==> config.mk <==
export PLATFORM = sky130hd
export DESIGN_NAME = branch_predict_unit
export DESIGN_NICKNAME = d
export VERILOG_FILES = /design/src/rtl/branch_predict_unit.sv
export SDC_FILE = /design/constraint.sdc
export NUM_CORES = 1
export LEC_CHECK = 0
export CAP_MARGIN = 20
export CORE_AREA = 4 4 238 170
export CTS_CLUSTER_SIZE = 40
export DETAILED_ROUTE_END_ITERATION = 8
export DIE_AREA = 0 0 242 174
export SETUP_SLACK_MARGIN = 0.1
export SYNTH_ARGS = -nofsm -noshare
export SYNTH_HDL_FRONTEND = slang
export SYNTH_SLANG_ARGS = --single-unit
==> constraint.sdc <==
create_clock -name clk -period 3.3 [get_ports clk]
set_input_delay 0.66 -clock clk [delete_from_list [all_inputs] [get_ports clk]]
set_output_delay 0.66 -clock clk [all_outputs]
set_load 0.05 [all_outputs]
==> src/rtl/branch_predict_unit.sv <==
// Branch predictor: direct-mapped BHT of 2-bit saturating counters plus a tagless BTB,
// with execute-stage resolution, mispredict flush/redirect and saturating statistics.
module branch_predict_unit #(
    parameter int WIDTH   = 16,
    parameter int ENTRIES = 16,
    parameter int CNT_W   = 16
) (
    input  logic             clk,
    input  logic             rst_n,
    input  logic [WIDTH-1:0] if_pc,
    output logic             pred_taken,
    output logic [WIDTH-1:0] pred_pc,
    input  logic             ex_valid,
    input  logic             ex_stall,
    input  logic [WIDTH-1:0] ex_pc,
    input  logic [WIDTH-1:0] ex_target,
    input  logic             ex_zero,
    input  logic             ex_ltz,
    input  logic [1:0]       ex_branch_op,
    input  logic             ex_pred_taken,
    input  logic [WIDTH-1:0] ex_pred_pc,
    output logic             flush,
    output logic [WIDTH-1:0] redirect_pc,
    output logic [CNT_W-1:0] br_count,
    output logic [CNT_W-1:0] mp_count
);

    localparam int IDX_W = $clog2(ENTRIES);

    typedef logic [IDX_W-1:0] idx_t;

    typedef enum logic [1:0] {
        OP_EQZ = 2'b00,
        OP_NEZ = 2'b01,
        OP_LTZ = 2'b10,
        OP_GEZ = 2'b11
    } branch_op_e;

    localparam logic [1:0] CTR_RESET = 2'b01;

    logic [1:0]       ctr [ENTRIES];
    logic [WIDTH-1:0] tgt [ENTRIES];
    logic [ENTRIES-1:0] v;

    idx_t             if_idx;
    idx_t             ex_idx;
    logic [WIDTH-1:0] if_seq;
    logic [WIDTH-1:0] ex_seq;
    logic             cond;
    logic             act;
    logic             upd;
    logic [WIDTH-1:0] correct;

    // Bit 0 is dropped: instructions are halfword aligned.
    assign if_idx = if_pc[IDX_W:1];
    assign ex_idx = ex_pc[IDX_W:1];
    assign if_seq = if_pc + WIDTH'(2);
    assign ex_seq = ex_pc + WIDTH'(2);

    // Fetch lookup reads pre-update state; a same-cycle update is not bypassed.
    assign pred_taken = v[if_idx] & ctr[if_idx][1];
    assign pred_pc    = pred_taken ? tgt[if_idx] : if_seq;

    // NOTE: every variable assigned in always_comb gets a default first, so no latch is inferred.
    always_comb begin
        cond = 1'b0;
        case (branch_op_e'(ex_branch_op))
            OP_EQZ:  cond = ex_zero;
            OP_NEZ:  cond = ~ex_zero;
            OP_LTZ:  cond = ex_ltz;
            OP_GEZ:  cond = ~ex_ltz;
            default: cond = 1'b0;
        endcase
    end

    assign act         = ex_valid & cond;
    assign upd         = ex_valid & ~ex_stall;
    assign correct     = act ? ex_target : ex_seq;
    assign flush       = upd & ((act != ex_pred_taken) | (act & (ex_pred_pc != ex_target)));
    assign redirect_pc = correct;

    // NOTE: the tables are small register arrays that must come out of reset in a known
    // state, so every entry is cleared by the async reset rather than left as RAM.
    always_ff @(posedge clk or negedge rst_n) begin
        if (!rst_n) begin
            for (int i = 0; i < ENTRIES; i++) begin
                ctr[i] <= CTR_RESET;
                tgt[i] <= '0;
            end
            v <= '0;
        end else if (upd) begin
            if (act) begin
                if (ctr[ex_idx] != 2'b11) begin
                    ctr[ex_idx] <= ctr[ex_idx] + 2'd1;
                end
                tgt[ex_idx] <= ex_target;
                v[ex_idx]   <= 1'b1;
            end else if (ctr[ex_idx] != 2'b00) begin
                ctr[ex_idx] <= ctr[ex_idx] - 2'd1;
            end
        end
    end

    // NOTE: sequential state uses non-blocking assignments so all registers see pre-edge values.
    always_ff @(posedge clk or negedge rst_n) begin
        if (!rst_n) begin
            br_count <= '0;
            mp_count <= '0;
        end else if (upd) begin
            if (br_count != '1) begin
                br_count <= br_count + CNT_W'(1);
            end
            if (flush && (mp_count != '1)) begin
                mp_count <= mp_count + CNT_W'(1);
            end
        end
    end

endmodule

==> results.json, run 1 <==
{
  "synthToLayoutAreaGrowth_pct": 28.51,
  "yosys_most_used_dff": "dfrtp_1",
  "timing.slew.headroom_pct": 42.38,
  "clock_power_share_pct": 31.8,
  "cts.root.buffer_cell": "clkbuf_16",
  "via_count_of_the_first_global_routing_pass": 11410,
  "netlist-cell-type-count": 52,
  "hold_path_class": "input port to async pin",
  "grt_antenna_before_repair": 0,
  "intPower_mw": 8.944,
  "syn-instance-count": 1171,
  "fin_area_mm2": 0.02139,
  "die-height_um": 174,
  "htree_num_levels": 2,
  "final.setup.tns_ns": 0,
  "syn-mean-instance-area_um2": 14.21,
  "final_layout_size_suffix_gt1_share_pct": 46.98,
  "drc": 0,
  "clock_insertion_delay_worst_skew_ns": 0.53,
  "yosys_warning_total": 0,
  "design.die.area_mm2": 0.04211,
  "die_width_um": 242,
  "seq_area_frac_synth_pct": 50.64,
  "viasPerCell": 5.597,
  "cts_sinks": 336,
  "num-nets-final": 1482,
  "drt_iter0_drc": 666,
  "combinationalPowerShare_pct": 25.7,
  "top_level_ports": 139,
  "power_switching_share_pct": 29.33,
  "worst_setup_path_startpoint": "v[7]",
  "detailed_place_hpwl_um": 32120,
  "synth_top_cell_by_area": "dfrtp_1",
  "critPathMaxFanout": 4,
  "final_common_cell": "dfrtp_1",
  "drtAntennaViolNets": 0,
  "hold_ws_ns": 0.1371,
  "grt_first_pass_wirelength_um": 72370,
  "postSynth.asyncResetShare_pct": 100.0,
  "max_cap_viols": 0,
  "cp-start-kind": "flop",
  "rsz0062_at_grt": "true",
  "clock_path_buffers": 3,
  "power.sequential.fraction_pct": 42.5,
  "required_ns": 2.64,
  "synth_enable_flop_cells": 0,
  "first_pass_iters": 4,
  "timing.critical_path.to_type": "output pin",
  "filler_cell_count": 3128,
  "gp_congestion": 0.8534,
  "placed_cell_area_mm2": 0.01991,
  "effective_utilization_at_floorplan_pct": 43.64,
  "synth_top_area_share_pct": 48.12,
  "tightest_slew_ns": 0.8634,
  "status": "complete, no violations",
  "data_arrival_critical_path_ns": 2.64,
  "numCtsBuffers": 36,
  "core_area_mm2": 0.03814,
  "post-route-period-util_pct": 99.89,
  "final_global_route_overflow_total": 0,
  "route.final.wire_length_um": 47040,
  "path_class": "flop to output pin",
  "n_antenna_cell": 0,
  "timing_hold_violations_final": 0,
  "maximum_number_of_pins_on_one_net_before_global_route_repair": 87,
  "worstReg2RegStart": "ctr[1]",
  "worst_clock_skew_ns": 0.01181,
  "row_count": 60,
  "power-per-cell-area_mw_per_mm2": 591.8,
  "grt_usage_pct": 22.51,
  "mappedNetlistArea_mm2": 0.01664,
  "setup_slack_ns": 0.003557,
  "final.min_clock_period_ns": 3.296,
  "power.switching_mw": 3.712,
  "synth.net_count": 1253,
  "timing_max_transition_violations_final": 0,
  "vdd_ir_drop_max_mv": 0.3629,
  "dpl_worst_slack_ns": -0.3833,
  "vias": 10760,
  "tritoncts_clock_tree": "built",
  "io_buffer_count": 138,
  "finalSetupViolations": 0,
  "timing.fmax_mhz": 303.4,
  "post_synth_main_area_contributors": "dfrtp_1 (48%), mux2_2 (19%), mux4_2 (12%), dfstp_2 (2.5%), xor2_1 (2.0%)",
  "wl_per_cell_um": 24.47,
  "ys_ff_latch": 336,
  "static-leakage-power_nw": 9.748,
  "clk_pin_slew_worst_paths_ns": 0.07,
  "layout_common_cells": "dfrtp_1 (320), mux2_2 (268), buf_4 (108)"
}
cell type report:
cell class / instances / area (µm²) / area share (%)
Clock buffer: 50 / 1015 / 4.745
Clock inverter: 14 / 150.1 / 0.7020
Inverter: 9 / 33.78 / 0.1580
Multi-Input combinational cell: 734 / 7916 / 37.02
Sequential cell: 336 / 8428 / 39.41
Tap cell: 496 / 620.6 / 2.902
Timing Repair Buffer: 283 / 3223 / 15.07
per-stage QoR:
stage	instances	utilization, %	total power, mW
2_1_floorplan	1171	-	7.223
4_1_cts	1918	55.99	12.74
3_3_place_gp	1838	52.20	8.485
5_1_grt	1922	56.08	13.22
3_5_place_dp	1838	52.20	8.548
6_report	1922	56.08	12.66
cells in the mapped netlist (3+ instances only):
library cell,number
a21oi_1,11
and3_1,6
and4_1,5
buf_1,12
buf_2,36
buf_4,3
clkbuf_1,39
dfrtp_1,320
dfstp_2,16
ha_1,9
inv_1,9
mux2_1,28
mux2_2,277
mux2_4,3
mux2i_1,13
mux4_2,85
nand2_1,41
nand2b_1,18
nand3_1,42
nand3_2,20
nand4_1,17
nor2_1,24
nor2b_1,6
nor3_1,8
nor3b_1,4
nor4_1,3
o21ai_0,19
xnor2_1,33
xor2_1,38
worst max-delay path, stage by stage (launching register included):
cell	delay (ns)
dfrtp_1	0.40
nand3_1	0.09
o21ai_0	0.07
mux4_2	0.55
mux2i_4	0.23
buf_6	0.16
buf_16	0.13
buf_12	0.10
mux2i_4	0.23
buf_12	0.16
metal layers:
| metal | wire length, µm | track usage (%) | vias to the layer above |
|---|---|---|---|
| li1 | - | - | 4767 |
| met1 | 21770 | 32.50 | 5707 |
| met2 | 21890 | 34.96 | 212 |
| met3 | 1982 | 4.148 | 71 |
| met4 | 1397 | 6.865 | 0 |
| met5 | 0 | 0 | - |
sequential cells by signal, indices dropped and copies added, names as in the netlist, named ones only:
signal,cells
br_count,16
v,16
tgt,256
mp_count,16
ctr,16
kinds of logic after synthesis:
| family | count (synthesis) | synth area share [%] |
|---|---|---|
| AOI/OAI and AO/OA | 39 | 1.534 |
| xor gates and xnor gates | 71 | 3.737 |
| adders and majority gates | 9 | 0.6767 |
| buffers and inverters | 101 | 2.706 |
| DFF | 336 | 50.64 |
| muxes | 409 | 33.55 |
| and+or+nand+nor | 206 | 7.158 |
final timing paths:
path	endpoint	slack (ns)	cells after the start
max reg2reg	ctr[19]	0.50	8
max	pred_pc[14]	0.004	9
min	tgt[241]	0.14	1
min reg2reg	v[14]	0.47	1
max in group asynchronous	async pin	2.26	2
min in group clk	v[14]	0.47	1
power by group through the flow:
stage	Sequential, mW	Clock [mW]	Combinational [mW]
detailed placement	5.45	0	3.10
global route	5.46	4.31	3.45
finish	5.38	4.03	3.25
floorplan	5.51	0	1.71
global placement	5.44	0	3.04
CTS	5.37	4.12	3.25
timing repair:
action	in CTS	in global routing
gates cloned	1	0
endpoints found under the setup margin	30	18
hold buffers	0	0
pin swaps	12	2
buffers inserted	15	4
gates resized for setup	46	2
Note: power is estimated with default switching activity, not from simulation.
==> inputs of run 2 (changes only) <==
- ABC_CLOCK_PERIOD_IN_PS: not set -> 3300
- CORE_AREA: 4 4 238 170 -> 4 4 143 283
- DIE_AREA: 0 0 242 174 -> 0 0 147 287
- SLEW_MARGIN: not set -> 10
==> results.json, run 2 (synthesis gave the netlist of run 1 again) <==
{
  "status": "finished, violations left",
  "failed_checks": "negative setup slack",
  "path_class": "flop to output pin",
  "clock_path_buffers": 3,
  "tritoncts_clock_tree": "built",
  "grt_antenna_before_repair": 0,
  "rsz0062_at_grt": "true",
  "timing_hold_violations_final": 0,
  "clk_pin_slew_worst_paths_ns": 0.07,
  "numCtsBuffers": 31,
  "static-leakage-power_nw": 9.743,
  "finish.cell_count_without_fillers": 1944,
  "largest_reg_flops": 256,
  "synthToLayoutAreaGrowth_pct": 28.24,
  "num-nets-final": 1482,
  "final.min_clock_period_ns": 3.360,
  "n_antenna_cell": 0,
  "timing_max_transition_violations_final": 0,
  "cts.root.buffer_cell": "clkbuf_16",
  "via_count_of_the_first_global_routing_pass": 11880,
  "dpl_worst_slack_ns": -0.3298,
  "critPathMaxFanout": 6,
  "final_global_route_overflow_total": 0,
  "final_common_cell": "dfrtp_1",
  "filler_cell_count": 3164,
  "layout_common_cells": "dfrtp_1 (320), mux2_2 (272), buf_4 (119)",
  "clock_insertion_delay_worst_skew_ns": 0.57,
  "vdd_ir_drop_max_mv": 0.4101,
  "first_pass_iters": 5,
  "top_level_ports": 139,
  "gp_congestion": 0.8363,
  "effective_utilization_at_floorplan_pct": 43.32,
  "max_flop_register": "tgt",
  "wl_per_cell_um": 23.75,
  "htree_num_levels": 1,
  "drc": 0,
  "required_ns": 2.64,
  "data_arrival_critical_path_ns": 2.70,
  "vias": 10750,
  "cpMaxStageDelayCell": "dfrtp_1",
  "max_cap_viols": 0,
  "design.die.area_mm2": 0.04219,
  "row_count": 102,
  "cts_sinks": 336,
  "finalSetupViolations": 11,
  "cpMostUsedCell": "buf_12",
  "timing.fmax_mhz": 297.6,
  "final.setup.tns_ns": -0.4390,
  "cp-start-kind": "flop",
  "detailed_place_hpwl_um": 31890,
  "hold_ws_ns": 0.06692,
  "io_buffer_count": 138,
  "grt_first_pass_wirelength_um": 71710,
  "maximum_number_of_pins_on_one_net_before_global_route_repair": 88,
  "viasPerCell": 5.531,
  "cpLargestDelayFamily": "compound AO/OA/AOI/OAI gates",
  "drtAntennaViolNets": 0,
  "timing.critical_path.to_type": "output pin",
  "tightest_slew_ns": 0.7622,
  "final_layout_size_suffix_gt1_share_pct": 47.75,
  "hold_path_class": "input port to async pin",
  "die_width_um": 147,
  "setup_slack_ns": -0.06026,
  "worstReg2RegStart": "ctr[13]",
  "power-per-cell-area_mw_per_mm2": 575.8,
  "path_cells": "and3b_1 > a311o_1 > a21oi_2 > a21oi_4 > mux2i_4 > buf_12 > buf_12 > mux2_4 > buf_12",
  "drt_iter0_drc": 655,
  "post-route-period-util_pct": 101.8,
  "worst_clock_skew_ns": 0.005736,
  "cp_slowest_stage_delay_ns": 0.41,
  "critical_path_buf_inv_count": 3,
  "place_inst": 1866,
  "grt_usage_pct": 22.07,
  "p_total_mw": 12.29,
  "worst_setup_path_startpoint": "ctr[15]",
  "die-height_um": 287,
  "core_area_mm2": 0.03841,
  "route.final.wire_length_um": 46170,
  "timing.slew.headroom_pct": 49.19
}
-- run 2: cell count changes in the layout (fill, tap and decap cells not counted), moves of 4 or more --
cell	before	now
mux2_4	12	8
buf_4	108	119
buf_12	62	58
dlygate4sd2_1	9	3
clkbuf_16	37	31
mux2_2	268	272
dlymetal6s2s_1	1	9
clkinv_2	3	8
buf_8	6	1
-- run 2: power by group --
part / internal, mW / switching (mW)
Combinational: 1.70 / 1.52
Sequential: 4.91 / 0.478
Clock: 2.10 / 1.59
-- run 2: path summary, 6_finish.rpt --
| path | end | slack, ns | cells after the start |
|---|---|---|---|
| max | pred_pc[7] | -0.06 | 9 |
| min | ctr[27] | 0.07 | 1 |
| max reg2reg | ctr[21] | 0.39 | 9 |
| min reg2reg | v[1] | 0.47 | 1 |
| max in group asynchronous | tgt[53] | 2.31 | 2 |
| min in group clk | v[1] | 0.47 | 1 |
-- run 2: per-stage QoR --
stage          utilization [%]  area (µm²)
2_1_floorplan                -       16740
3_3_place_gp             51.82       19910
3_5_place_dp             51.82       19910
4_1_cts                  55.22       21210
5_1_grt                  55.56       21340
6_report                 55.56       21340
-- run 2: layout make-up --
cell class                      instances  area [µm²]  area share (%)
Sequential cell                       336        8428           39.49
Tap cell                              520       650.6           3.049
Clock buffer                           43       880.8           4.127
Timing Repair Buffer                  288        3212           15.05
Inverter                                9       33.78          0.1583
Multi-Input combinational cell        734        7983           37.40
Clock inverter                         14       153.9          0.7211
-- run 2: timing repair --
item                                    in CTS  in global routing
endpoints found under the setup margin      34                 49
gates resized for setup                     36                 20
gates cloned                                 1                  0
hold endpoints to repair                     0                  0
buffers inserted                            14                  6
hold buffers                                 0                  0
pin swaps                                    5                  4
-- run 2: metal layers --
layer	wire [µm]	track usage [%]
met1	18810	28.69
met2	23850	38.61
met3	2077	2.698
met4	1442	6.976
met5	0	0
==> inputs of run 3 (changes only) <==
- CORE_AREA: 4 4 143 283 -> 4 4 179 225
- DIE_AREA: 0 0 147 287 -> 0 0 183 229
==> results.json, run 3 (synthesis gave the netlist of run 1 again) <==
{
  "path_class": "flop to output pin",
  "static-leakage-power_nw": 9.859,
  "critPathMaxFanout": 6,
  "row_count": 80,
  "status": "finished, violations left",
  "htree_num_levels": 2,
  "final_common_cell": "dfrtp_1",
  "dpl_worst_slack_ns": -0.3563,
  "post-route-period-util_pct": 101.2,
  "top_level_ports": 139,
  "io_buffer_count": 138,
  "viasPerCell": 5.616,
  "final_global_route_overflow_total": 0,
  "drt_iter0_drc": 695,
  "numCtsBuffers": 38,
  "cp-start-kind": "flop",
  "vdd_ir_drop_max_mv": 0.2681,
  "maximum_number_of_pins_on_one_net_before_global_route_repair": 77,
  "clk_pin_slew_worst_paths_ns": 0.06,
  "finalSetupViolations": 11,
  "design.die.area_mm2": 0.04191,
  "rsz0062_at_grt": "true",
  "timing.fmax_mhz": 299.5,
  "required_ns": 2.64,
  "power-per-cell-area_mw_per_mm2": 599.8,
  "via_count_of_the_first_global_routing_pass": 11590,
  "timing.slew.headroom_pct": 32.84,
  "effective_utilization_at_floorplan_pct": 43.75,
  "drc": 0,
  "tritoncts_clock_tree": "built",
  "route.final.wire_length_um": 46130,
  "data_arrival_critical_path_ns": 2.68,
  "first_pass_iters": 5,
  "filler_cell_count": 3104,
  "worst_clock_skew_ns": 0.01276,
  "die_width_um": 183,
  "hold_path_class": "input port to async pin",
  "n_antenna_cell": 0,
  "tightest_slew_ns": 1.006,
  "fin_area_mm2": 0.02154,
  "final.setup.tns_ns": -0.2211,
  "layout_common_cells": "dfrtp_1 (320), mux2_2 (268), clkdlybuf4s50_1 (86)",
  "timing_max_transition_violations_final": 0,
  "gp_congestion": 0.8040,
  "max_flop_register": "tgt",
  "cts.root.buffer_cell": "clkbuf_16",
  "timing.critical_path.to_type": "output pin",
  "register_area_mm2": 0.008428,
  "cts_sinks": 336,
  "wl_per_cell_um": 24.27,
  "final_layout_size_suffix_gt1_share_pct": 46.70,
  "max_cap_viols": 0,
  "placed_cell_area_mm2": 0.01983,
  "setup_slack_ns": -0.03926,
  "core_area_mm2": 0.03804,
  "grt_first_pass_wirelength_um": 70590,
  "vias": 10680,
  "multi_input_comb_area_mm2": 0.007990,
  "die-height_um": 229,
  "grt_antenna_before_repair": 0,
  "failed_checks": "negative setup slack",
  "grt_usage_pct": 22.02,
  "clock_path_buffers": 3,
  "clock_insertion_delay_worst_skew_ns": 0.53,
  "synthToLayoutAreaGrowth_pct": 29.46,
  "worst_setup_path_startpoint": "ctr[15]",
  "worstReg2RegStart": "ctr[13]",
  "num-nets-final": 1465,
  "final.min_clock_period_ns": 3.339,
  "timing_hold_violations_final": 0,
  "drtAntennaViolNets": 0,
  "p_total_mw": 12.92,
  "detailed_place_hpwl_um": 30120,
  "largest_reg_flops": 256
}
-- run 3: cell count changes in the layout (fill, tap and decap cells not counted), moves of 4 or more --
cell | previous run | this run
buf_12 | 58 | 64
buf_4 | 119 | 82
clkbuf_16 | 31 | 43
mux2_2 | 272 | 268
mux2_4 | 8 | 12
o21ai_1 | 5 | 9
-- run 3: power by group --
part           switching [mW]  internal [mW]
clock network            1.67           2.65
registers               0.485           4.91
logic                    1.50           1.70
-- run 3: critical path, stage by stage (launching register included) --
cell     delay (ns)
dfrtp_1        0.43
and3b_1        0.19
a311o_1        0.30
a21oi_2        0.20
a21oi_4        0.06
mux2i_4        0.19
buf_6          0.13
buf_12         0.13
buf_6          0.11
mux2i_4        0.24
buf_12         0.16
-- run 3: final timing paths --
kind	endpoint	slack, ns	cells after the start
max	pred_pc[13]	-0.04	10
min	ctr[23]	0.08	1
max reg2reg	ctr[23]	0.47	8
min reg2reg	v[9]	0.46	1
max in group asynchronous	tgt[116]	2.24	2
min in group clk	v[9]	0.46	1
-- run 3: per-layer routing --
layer	wire length [µm]	vias up	part of all wire, %	track usage [%]
met5	0	-	0	0
met4	909	0	2.0	5.543
met3	1949	58	4.2	2.761
met2	23450	241	51	37.72
met1	19830	5658	43	29.92
li1	-	4719	-	-
-- run 3: stage by stage --
stage | util (%) | cells | hold WS (ns)
after floorplan | - | 1171 | 0.3644
after global placement | 52.12 | 1817 | 0.4483
after detailed placement | 52.12 | 1817 | 0.4528
after CTS | 56.15 | 1895 | 0.1181
after global routing | 56.64 | 1901 | 0.1284
final | 56.64 | 1901 | 0.08090
-- run 3: what timing repair did --
action / 4_1_cts / 5_1_grt
gates resized for setup: 35 / 28
setup buffers: 11 / 4
cloned: 1 / 2
hold buffers: 0 / 0
endpoints found under the setup margin: 31 / 58
pin swaps: 4 / 6
-- run 3: area by class of cell --
class / instances / area share (%)
Sequential cell: 336 / 39.12
Multi-Input combinational cell: 734 / 37.09
Timing Repair Buffer: 264 / 14.83
Clock buffer: 57 / 5.366
Tap cell: 492 / 2.857
Clock inverter: 9 / 0.5866
Inverter: 9 / 0.1568
